--- config.mk ---
export PLATFORM = sky130hd
export DESIGN_NAME = ls161_down_timer
export DESIGN_NICKNAME = d
export VERILOG_FILES = /design/src/rtl/ls_counter_pkg.sv /design/src/rtl/ls161_down_timer.sv
export SDC_FILE = /design/constraint.sdc
export NUM_CORES = 1
export LEC_CHECK = 0
export CORE_UTILIZATION = 41
export CTS_CLUSTER_SIZE = 12
export DETAILED_ROUTE_END_ITERATION = 16
export PLACE_DENSITY = 0.69
export SKIP_LAST_GASP = 1
export SLEW_MARGIN = 25
export SYNTH_ARGS = -nofsm -noshare
export SYNTH_HDL_FRONTEND = slang
export SYNTH_SLANG_ARGS = --single-unit
--- constraint.sdc ---
create_clock -name CLK -period 4.89 [get_ports CLK]
set_clock_uncertainty 0.2 [all_clocks]
set_input_delay 0.489 -clock CLK [delete_from_list [all_inputs] [get_ports CLK]]
set_output_delay 0.489 -clock CLK [all_outputs]
set_load 0.02 [all_outputs]
--- src/rtl/ls_counter_pkg.sv ---
// Shared definitions for the 74LS161-style counter family.
// FSM state encodings and default width used by the up and down counters.
package ls_counter_pkg;

    localparam int DEFAULT_WIDTH = 4;

    localparam logic [1:0] ST_IDLE = 2'd0;
    localparam logic [1:0] ST_RUN  = 2'd1;
    localparam logic [1:0] ST_DONE = 2'd2;

    typedef enum logic [1:0] {
        S_IDLE = ST_IDLE,
        S_RUN  = ST_RUN,
        S_DONE = ST_DONE
    } state_e;

endpackage

--- src/rtl/ls161_down_timer.sv ---
// Loadable synchronous down-counter/timer with ripple borrow,
// one-cycle terminal-count pulse, and one-shot or auto-reload modes.
module ls161_down_timer
    import ls_counter_pkg::*;
#(
    parameter int WIDTH = DEFAULT_WIDTH
) (
    input  logic             CLK,
    input  logic             CLR,
    input  logic [WIDTH-1:0] D,
    input  logic             LOAD_n,
    input  logic             ENP,
    input  logic             ENT,
    input  logic             RELOAD,
    output logic [WIDTH-1:0] Q,
    output logic             RBO,
    output logic             TC_PULSE,
    output logic             BUSY
);

    localparam logic [WIDTH-1:0] ONE  = {{(WIDTH-1){1'b0}}, 1'b1};
    localparam logic [WIDTH-1:0] ZERO = '0;

    state_e           state_q, state_d;
    logic [WIDTH-1:0] q_q, q_d;
    logic [WIDTH-1:0] r_q, r_d;
    logic             tc_q, tc_d;
    logic             busy_q, busy_d;
    logic             cnt_en;
    logic             q_zero;

    assign cnt_en = ENP & ENT;
    assign q_zero = (q_q == ZERO);

    // Next-state logic: load beats count; TC_PULSE defaults low every edge.
    always_comb begin
        state_d = state_q;
        q_d     = q_q;
        r_d     = r_q;
        tc_d    = 1'b0;
        if (!LOAD_n) begin
            q_d     = D;
            r_d     = D;
            state_d = S_RUN;
        end else begin
            unique case (state_q)
                S_IDLE: state_d = S_IDLE;
                S_RUN: begin
                    if (cnt_en) begin
                        if (!q_zero) begin
                            q_d = q_q - ONE;
                        end else begin
                            tc_d = 1'b1;
                            if (RELOAD) begin
                                q_d = r_q;
                            end else begin
                                state_d = S_DONE;
                            end
                        end
                    end
                end
                S_DONE: state_d = S_DONE;
                default: state_d = S_IDLE;
            endcase
        end
        busy_d = (state_d == S_RUN);
    end

    // State registers with synchronous active-high clear.
    always_ff @(posedge CLK) begin
        if (CLR) begin
            state_q <= S_IDLE;
            q_q     <= ZERO;
            r_q     <= ZERO;
            tc_q    <= 1'b0;
            busy_q  <= 1'b0;
        end else begin
            state_q <= state_d;
            q_q     <= q_d;
            r_q     <= r_d;
            tc_q    <= tc_d;
            busy_q  <= busy_d;
        end
    end

    assign Q        = q_q;
    assign TC_PULSE = tc_q;
    assign BUSY     = busy_q;
    assign RBO      = q_zero & ENT;

endmodule

==> flow_summary.ini <==
[yosys]
synth.area.top_cells = dfxtp_1, ha_1, a21oi_1, nor2_1, o311ai_4
synth_top_cell_area_share_pct = 37.14
syn-num-nets = 88
ys_seq_area_share_pct = 37.14
synthCells = 74
synth.distinct_cells = 31
syn_area_per_cell_um2 = 8.741
ys_warn_count = 0
synth_area_leader_cell = dfxtp_1
syn_area_um2 = 646.9
synth_seq_cells = 12

[grt]
grt_pass1_wl_um = 2152
grt_antenna_before_repair = 0
grt_start_max_net_pins = 16
grt_pass1_vias = 533
grt-ovfl-total = 0
grt_use_total_pct = 15.98

[worst_setup_path]
critPathMaxFanout = 9
critPathCaptureType = primary output
crit_family = buffers and inverters
cpMaxStageDelayCell = clkdlybuf4s50_1
rrSetupSlack_ps = 2820
startpoint_type = flip-flop
cp_cell_sequence = inv_1, ha_1, or3b_1, nor2_1, clkdlybuf4s50_1
r2r_cells = 6
reg2reg_from = Q[0]
r2r_end = BUSY
arrival_ps = 2200
startpoint = Q[0]
max_stage_delay_ps = 610
worstSetupEndpoint = RBO
crit_cells = 5
worst-path-buf-inv = 2
critPathKind = flip-flop to primary output
timing.critical_path.required_ps = 4200

[cells_and_area]
layout.nets = 106
drive_gt1_share_pct = 8.791
mostFrequentLayoutCells = clkdlybuf4s50_1, dfxtp_1, nor2_1
antenna-diode-count = 0
layout_commonest_cell = clkdlybuf4s50_1
area_delta_synth_final_pct = 30.17

[cts]
cts_resized = 0
cts-root-buf = clkbuf_4
cts_sinks = 12
cts_htree_levels = 1
numCtsBuffers = 3
ctsHoldBuffers = 0
post_cts_buffers = 0
tritoncts = yes
clock_path_buffers = 2
clkTransAtPathRegs_ps = 80
clock_latency_ps = 270

[sta]
maxSlewHeadroom_pct = 63.31
fmax_mhz = 346.1
fin_crit_ps = 2889
finalSetupTns_ps = 0
hold_viol_final = 0
slew_violations = 0
worst_hold_slack_ps = 269.4
worst_slew_pin_slew_ps = 548.7
finalSetupViolCount = 0
fin_crit_sh_pct = 59.08
rsz0062_at_grt = no

[power_and_ir_drop]
power.density_nw_per_um2 = 280.9
vdd_ir_drop_max_uv = 163.0
p_total_w = 0.0002365
leakagePower_nw = 0.3174

[placed_design]
place_congestion = 0.7725
port_buffers = 16
dpl.hpwl_um = 986.2

[routing]
drt-total-wl_um = 1296
post_drt_via_cell_ratio = 5.613
wire_per_inst_um = 12.23
vias = 595
drc = 0
ant_nets = 0
first_pass_iters = 4
drt_first_iter_violations = 12

[run_status]
status = finished, final reports clean

[die]
placementRows = 13
die_area_um2 = 1741
coreArea_um2 = 1383
fp.dieW_um = 41.72
io_pins = 17
die_h_um = 41.72
start_util_pct = 46.79

[run]
maxCapViolations = 0

[min_path]
hold_class = flip-flop to flip-flop
-- metal layers --
layer | GRT usage (%) | vias up | wire length (um)
li1 | - | 297 | -
met1 | 17.68 | 271 | 554
met2 | 26.25 | 23 | 618
met3 | 6.522 | 4 | 99
met4 | 7.742 | 0 | 24
met5 | 0 | - | 0
-- state kept, by name, indices dropped and copies added (netlist names) --
signal / count
BUSY: 1
Q: 4
TC_PULSE: 1
r_q: 4
state_q: 2
-- worst min path at each step --
stage	endpoint	depth (start not counted)	slack (ps)	start
final	r_q[0]	2	270	r_q[0]
after global placement	r_q[0]	2	260	r_q[0]
after detailed placement	r_q[0]	2	260	r_q[0]
after CTS	r_q[0]	2	270	r_q[0]
after floorplan	r_q[0]	2	240	r_q[0]
after global routing	r_q[0]	2	290	r_q[0]
-- cell usage after synthesis --
library cell	count
nor3_1	3
and2_1	1
xnor2_1	1
a311oi_1	1
o31ai_1	1
a21oi_1	6
or3b_1	1
a21oi_2	1
buf_2	1
o221a_2	1
or4_1	1
nor4b_1	1
nor3b_1	2
o21ai_0	1
inv_1	5
nand2b_1	2
o211ai_1	1
o21a_1	1
and3_1	1
nand3_1	2
nor2b_1	2
dfxtp_1	12
a31oi_1	2
or4_2	1
nand2_1	6
ha_1	4
clkbuf_1	1
nor2_1	8
buf_6	1
o311ai_4	1
mux2i_1	2
-- cells by family (layout without fill, tap and decap cells) --
group | count (synthesis) | after routing | share of synthesized area (%)
mux | 2 | 2 | 3.095
compound gates | 16 | 16 | 19.34
buf+inv | 8 | 25 | 5.995
simple gates | 31 | 31 | 25.34
fa+ha+maj | 4 | 4 | 7.737
xor+xnor | 1 | 1 | 1.354
flops | 12 | 12 | 37.14
-- tightest hold or removal path: stages (launching register included) --
cell and delay, ps:
dfxtp_1 320, nand2_1 50, a21oi_1 50
-- through the flow --
stage | instances | utilization, % | setup WS, ps | area, um^2
5_1_grt | 106 | 60.91 | 1871 | 842.1
4_1_cts | 106 | 60.91 | 1988 | 842.1
3_5_place_dp | 102 | 58.28 | 2293 | 805.8
6_report | 106 | 60.91 | 2001 | 842.1
2_1_floorplan | 74 | - | 2731 | 646.9
3_3_place_gp | 102 | 58.28 | 2326 | 805.8
-- layout make-up --
type	count	area (um^2)
flip-flops and latches	12	240.2
clock buffers	4	36.28
well taps	15	18.77
fillers	122	540.5
repair buffers	16	160.2
inverters	5	18.77
multi-input cells	54	367.9
-- power breakdown --
group / leakage (nW) / switching [W] / internal, W
logic: 0.197 / 0.0000253 / 0.0000252
clock network: 0.0210 / 0.0000327 / 0.0000452
registers: 0.0989 / 0.00000514 / 0.000103
total: 0.317 / 0.0000632 / 0.000173
Power figures use the tool's default switching activity.
